[config.mk]
export PLATFORM = sky130hd
export DESIGN_NAME = grf_writeback_sink
export DESIGN_NICKNAME = d
export VERILOG_FILES = /design/src/rtl/grf_writeback_sink.sv
export SDC_FILE = /design/constraint.sdc
export NUM_CORES = 2
export LEC_CHECK = 0
export CAP_MARGIN = 10
export CORE_ASPECT_RATIO = 0.6
export CORE_MARGIN = 4
export CORE_UTILIZATION = 45
export DETAILED_ROUTE_END_ITERATION = 8
export GPL_TIMING_DRIVEN = 0
export PLACE_DENSITY = 0.65
export SLEW_MARGIN = 30
export SYNTH_ARGS = -nofsm -noshare
export SYNTH_HDL_FRONTEND = slang
export SYNTH_SLANG_ARGS = --single-unit
[constraint.sdc]
create_clock -name clk -period 3.75 [get_ports clk]
set_input_delay 0.9375 -clock clk [delete_from_list [all_inputs] [get_ports clk]]
set_output_delay 0.9375 -clock clk [all_outputs]
set_load 0.02 [all_outputs]
[src/rtl/grf_writeback_sink.sv]
// General register file fed by the W-stage write-back, with bypassed D-stage reads
// and a small trace FIFO that logs every commit for the harness.
module grf_writeback_sink #(
  parameter int DEPTH_LOG2  = 5,
  parameter int TRACE_DEPTH = 4
) (
  input  logic                  clk,
  input  logic                  reset,
  input  logic                  we_W,
  input  logic [DEPTH_LOG2-1:0] waddr_W,
  input  logic [31:0]           wdata_W,
  input  logic [31:0]           pc_W,
  input  logic [DEPTH_LOG2-1:0] raddr1_D,
  input  logic [DEPTH_LOG2-1:0] raddr2_D,
  output logic [31:0]           rdata1_D,
  output logic [31:0]           rdata2_D,
  output logic                  trace_valid,
  input  logic                  trace_ready,
  output logic [31:0]           trace_pc,
  output logic [DEPTH_LOG2-1:0] trace_reg,
  output logic [31:0]           trace_data,
  output logic                  trace_overflow
);

  localparam int NREGS = 1 << DEPTH_LOG2;
  localparam int PTR_W = (TRACE_DEPTH > 1) ? $clog2(TRACE_DEPTH) : 1;
  localparam int CNT_W = PTR_W + 1;
  localparam logic [CNT_W-1:0] FULL_CNT = CNT_W'(TRACE_DEPTH);

  // Register file; entry 0 is never written and reads are forced to zero anyway.
  logic [31:0] regs_q [NREGS];

  always_ff @(posedge clk or negedge reset) begin
    if (!reset) begin
      for (int i = 0; i < NREGS; i++) regs_q[i] <= '0;
    end else if (we_W && (waddr_W != '0)) begin
      regs_q[waddr_W] <= wdata_W;
    end
  end

  // Same-cycle W write is forwarded so D sees the value before it lands.
  always_comb begin
    rdata1_D = regs_q[raddr1_D];
    if (raddr1_D == '0) rdata1_D = '0;
    else if (we_W && (raddr1_D == waddr_W)) rdata1_D = wdata_W;
  end

  always_comb begin
    rdata2_D = regs_q[raddr2_D];
    if (raddr2_D == '0) rdata2_D = '0;
    else if (we_W && (raddr2_D == waddr_W)) rdata2_D = wdata_W;
  end

  // Trace handshake: an entry transfers on a rising edge where trace_valid and
  // trace_ready are both 1; while valid is high and ready low the head holds steady.
  logic [31:0]           tpc_q   [TRACE_DEPTH];
  logic [DEPTH_LOG2-1:0] treg_q  [TRACE_DEPTH];
  logic [31:0]           tdata_q [TRACE_DEPTH];
  logic [PTR_W-1:0]      wr_ptr_q, wr_ptr_d;
  logic [PTR_W-1:0]      rd_ptr_q, rd_ptr_d;
  logic [CNT_W-1:0]      count_q, count_d;
  logic                  ovf_q, ovf_d;
  logic                  pop, push;

  always_comb begin
    pop      = (count_q != '0) && trace_ready;
    // A full FIFO still accepts a commit when the head leaves in the same cycle.
    push     = we_W && ((count_q != FULL_CNT) || pop);
    wr_ptr_d = wr_ptr_q;
    rd_ptr_d = rd_ptr_q;
    count_d  = count_q;
    ovf_d    = ovf_q | (we_W && !push);
    if (push) wr_ptr_d = wr_ptr_q + PTR_W'(1);
    if (pop)  rd_ptr_d = rd_ptr_q + PTR_W'(1);
    case ({push, pop})
      2'b10:   count_d = count_q + CNT_W'(1);
      2'b01:   count_d = count_q - CNT_W'(1);
      default: count_d = count_q;
    endcase
  end

  always_ff @(posedge clk or negedge reset) begin
    if (!reset) begin
      wr_ptr_q <= '0;
      rd_ptr_q <= '0;
      count_q  <= '0;
      ovf_q    <= 1'b0;
    end else begin
      wr_ptr_q <= wr_ptr_d;
      rd_ptr_q <= rd_ptr_d;
      count_q  <= count_d;
      ovf_q    <= ovf_d;
    end
  end

  always_ff @(posedge clk or negedge reset) begin
    if (!reset) begin
      for (int i = 0; i < TRACE_DEPTH; i++) begin
        tpc_q[i]   <= '0;
        treg_q[i]  <= '0;
        tdata_q[i] <= '0;
      end
    end else if (push) begin
      tpc_q[wr_ptr_q]   <= pc_W;
      treg_q[wr_ptr_q]  <= waddr_W;
      tdata_q[wr_ptr_q] <= wdata_W;
    end
  end

  assign trace_valid    = (count_q != '0);
  assign trace_pc       = tpc_q[rd_ptr_q];
  assign trace_reg      = treg_q[rd_ptr_q];
  assign trace_data     = tdata_q[rd_ptr_q];
  assign trace_overflow = ovf_q;

endmodule

; Word-level counts from Yosys, hierarchy flattened
; Index checks and enable logic that the tools add are counted.
[word_totals]
regBits = 1308
inputBits = 83
output_inout_bits = 135
wordCells = 115
[classes]
n_addsub = 4
n_lt_le_gt_ge = 7
n_eq_ne = 5
muxes = 30
bitwise = 6
n_reduce_logical = 15
[op_table]
columns = cell, n
row1 = 1024-bit bitwise mux, 1
row2 = 32-bit two-way mux, 14
row3 = 32-bit binary-select mux with 5-bit select, 2
row4 = 128-bit bitwise mux, 2
row5 = 32-bit demux with 5-bit select, 1
row6 = 32-bit binary-select mux with 2-bit select, 2
row7 = 32-bit demux with 2-bit select, 1
row8 = 20-bit bitwise mux, 1
row9 = 6-bit greater-or-equal comparator (second input constant), 3
row10 = 5-bit inverter with 6-bit output, 3
row11 = 5-bit two-way mux, 3
row12 = 5-bit binary-select mux with 2-bit select, 1
row13 = 5-bit demux with 2-bit select, 1
row14 = 5-bit == test, 2
row15 = 5-bit zero test, 2
row16 = 1-bit logical AND, 8
row17 = 3-bit greater-or-equal comparator (second input constant), 2
row18 = 6-bit by 1-bit < comparator with 1-bit output (second input constant), 1
row19 = 2-bit inverter with 3-bit output, 2
row20 = 3-bit one-hot mux with 2 select lines, 1
row21 = 5-bit nonzero test, 1
row22 = 2-bit by 1-bit adder with 2-bit output (second input constant), 2
row23 = 3-bit by 1-bit adder with 3-bit output (second input constant), 1
row24 = 3-bit by 1-bit < comparator with 1-bit output (second input constant), 1
row25 = 9 further kinds, 9

; Logic depth before layout (Yosys ltp)
[depth]
word_depth = 7
mapped_depth = 10
ltp_nobuf = 8

; Worst setup path after synthesis
; OpenSTA, ideal clock, no wires.
[synth_timing]
path_type = input-to-output
startpoint = input port raddr1_D[0]
endpoint = output port rdata1_D[3]
arrival_ns = 2.693
required_ns = 2.812
setup_slack_ns = 0.120
stages = 7
n_path_buf = 3
cell_sequence = buf_6 > buf_6 > buf_2 > mux4_2 > mux2_2 > o211ai_1 > nand3_1
[synth_between]
elab_chain_len = 6
word_cells_on_any_way = 9
classes_between = eq/ne (1) / mux (5) / bitwise (1) / reduce/logical (2)
[synth_rtl]
columns = item, line_no
row1 = "start, declared", 13  ; input logic [DEPTH_LOG2-1:0] raddr1_D,
row2 = 5-bit inverter with 6-bit output (not written as such), 43  ; rdata1_D = regs_q[raddr1_D];
row3 = 32-bit binary-select mux with 5-bit select, 43
row4 = 32-bit two-way mux (not written as such) (2 in series), 43
row5 = 32-bit two-way mux, 45  ; else if (we_W && (raddr1_D == waddr_W)) rdata1_D = wdata_W;
row6 = 32-bit two-way mux *, 44  ; if (raddr1_D == '0) rdata1_D = '0;
row7 = "end, declared", 15  ; output logic [31:0] rdata1_D,
; Mark *: on every way between the ends. The rest lies on a longest branch, timed or not. The select of a mux whose other input is x is not followed.

; Worst setup path after layout
[layout_timing]
startpoint = input port raddr1_D[0]
endpoint = output port rdata1_D[24]
; Same word-level chain as after synthesis.

==> metrics.cfg <==
[routing]
wirelength_mm = 337
drtAntennaViolNets = 0
first_iter_violations = 9185
dr.pass1.iters = 9
drc = 0
num_vias = 54200
wl_per_cell_um = 45.2
via_per_inst = 7.27

[layout]
seq_area_um2 = 32700
nets = 5411
area_growth_pct = 27.3
finalNonFillerCells = 7456
multi_input_area_um2 = 35100
fillCellCount = 11700
drive_above_1_share = 0.574
final_area_um2 = 86800
post-route-util = 0.578

[yosys]
ys_ff_latch = 1308
ys_types = 79
yosysMostFrequentCell = mux2_2
synthArstFlopShare = 1.00
synth_top_cell_by_area = dfrtp_1
synth_top_area_frac = 0.480
yosys_warnings = 0
synth_cells = 4659
synthTopCellsByArea = dfrtp_1 48%, mux2_2 22%, mux4_2 15%
synth.net_count = 4747
synth_edf_count = 0
synth_flop_cell = dfrtp_1
synth_area_um2 = 68200
avgSynthCellArea_um2 = 14.6
yosys-top-cells-count = 1325 x mux2_2, 1308 x dfrtp_1, 448 x mux4_2, 240 x mux2i_1, 204 x clkbuf_1
ys_seq_area_frac = 0.480

[die]
chipWidth_um = 510
initial_utilization = 0.454
ios = 218
rows = 110
fp.coreArea_um2 = 150000
die-area_um2 = 158000
die_h_um = 309

[clock_tree]
clk_latency_ns = 0.81
clk_path_buf_depth = 3
tritoncts = yes
cts_buffers = 132
root_buffer = clkbuf_16
clkSinkCount = 1308
hold_buffers = 0
h-tree-depth = 4
path_clk_slew_ns = 0.06

[grt]
first_global_vias = 51200
grt-ovfl-total = 0
grt_antenna_before_repair = 30
grt_max_degree = 128
grt_pass1_wl_mm = 446
track_usage = 0.419

[worst_setup_path]
cp_max_fo = 10
crit_type = primary input to output pin
cp-end-kind = output pin
cp_data_required_time_ns = 2.81
start_kind = primary input
cp_data_arrival_time_ns = 3.16

[placed_design]
dpl.hpwl_mm = 228
place.gp.congestion = 1.07
postPlaceCellArea_um2 = 73600
numPortBuffers = 180
place_inst = 6897

[timing]
skew_ns = 0.0289
finalSetupViolCount = 64
hold_slack_ns = 0.0672
worst_slack_ns = -0.352
fin_crit_sh = 1.09
setup_tns_ns = -13.50
max_freq_ghz = 0.244
slew_headroom = 0.150
fin_crit_ns = 4.10
worst_pin_slew_ns = 1.27
final_hold_viol_count = 0
rsz0062_at_grt = true
maxSlewViolCount = 0

[power_and_ir_drop]
p_clk_frac = 0.269
power_density_nw_per_um2 = 597
p_leak_nw = 37.3
pwr-share-comb = 0.338
power.switching_mw = 17.1
intPower_mw = 34.7
ir_worst_vdd_v = 0.000544
p_seq_frac = 0.393
swShare = 0.330

[run]
maxCapViolCount = 0

[worst_hold_path]
worstHoldPathType = primary input to async pin

[status]
status = finished, violations left
violations = setup timing

-- placed cells by master, fill, tap and decap left out, types with 119 or more instances in the layout --
| cell | instances |
|---|---|
| mux2_2 | 1317 |
| dfrtp_1 | 1307 |
| mux4_2 | 454 |
| mux2i_1 | 193 |
| buf_4 | 159 |
| clkbuf_1 | 159 |
| clkbuf_16 | 151 |
| buf_6 | 148 |
| buf_2 | 126 |
| buf_12 | 119 |
-- state kept, by name (all words and copies together) (netlist names) --
| register | count |
|---|---|
| count_q | 3 |
| rd_ptr_q | 2 |
| regs_q | 1024 |
| tdata_q | 128 |
| tpc_q | 128 |
| trace_overflow | 1 |
| treg_q | 20 |
| wr_ptr_q | 2 |
-- layout make-up --
cell class              count  share of cell area
plain buffers             499              0.0576
diodes                     20            0.000577
repair buffers            541              0.0809
multi-input cells        2829               0.404
flip-flops and latches   1308               0.377
inverters                  12            0.000706
well taps                2016              0.0291
clock inverters            42             0.00574
clock buffers             189              0.0443
-- per-stage QoR --
stage / setup WS (ns) / total power, mW
global route: -0.344 / 53.2
CTS: -0.252 / 50.8
detailed placement: -2.83 / 35.9
finish: -0.352 / 51.8
floorplan: 0.120 / 29.6
global placement: -58.98 / 35.4
-- power groups by stage --
stage	clock network (mW)	logic, mW	registers (mW)
6_report	13.9	17.5	20.4
5_1_grt	14.4	18.1	20.7
4_1_cts	13.8	16.8	20.2
3_5_place_dp	0	15.5	20.3
3_3_place_gp	0	15.0	20.3
2_1_floorplan	0	10.1	19.5
-- kinds of logic (layout without fill, tap and decap cells) --
kind of cell / count (synthesis) / in the layout / share of synthesized area
xor gates and xnor gates: 14 / 14 / 0.00180
adders and majority gates: 5 / 5 / 0.00103
other: 0 / 20 / 0
muxes: 2032 / 2032 / 0.408
AOI/OAI and AO/OA: 448 / 448 / 0.0463
buffers and inverters: 522 / 1283 / 0.0397
and+or+nand+nor: 330 / 330 / 0.0233
DFF: 1308 / 1308 / 0.480
-- worst max-delay path, cell delays in order --
cell and delay [ns]:
buf_16 0.12, buf_16 0.17, buf_12 0.15, clkbuf_16 0.22
nor3_4 0.06, nand2_4 0.10, buf_4 0.19, clkbuf_2 0.54
o21ai_1 0.21, a21oi_4 0.26, buf_6 0.16
-- timing repair --
item | 4_1_cts | 5_1_grt
gates cloned | 20 | 4
resized for setup | 1328 | 228
pin swaps | 151 | 125
setup buffers | 236 | 65
endpoints found under the setup margin | 133 | 85
-- path summary, 6_finish.rpt --
path	start	to	slack [ns]	depth (start not counted)
max reg2reg	count_q[0]	tpc_q[27]	1.10	8
min reg2reg	regs_q[996]	regs_q[996]	0.49	1
max	raddr1_D[0]	rdata1_D[24]	-0.35	11
min in group clk	regs_q[996]	regs_q[996]	0.49	1
max in group asynchronous	reset	regs_q[487]	0.94	5
min	reset	regs_q[154]	0.07	1
-- layer usage --
layer | share of wire | wire length (um) | track usage
met5 | 0.0063 | 2140 | 0.0680
met4 | 0.060 | 20400 | 0.196
met3 | 0.20 | 66500 | 0.303
met2 | 0.36 | 120000 | 0.498
met1 | 0.38 | 128000 | 0.553
No activity file was read; power rests on OpenSTA's default activity.
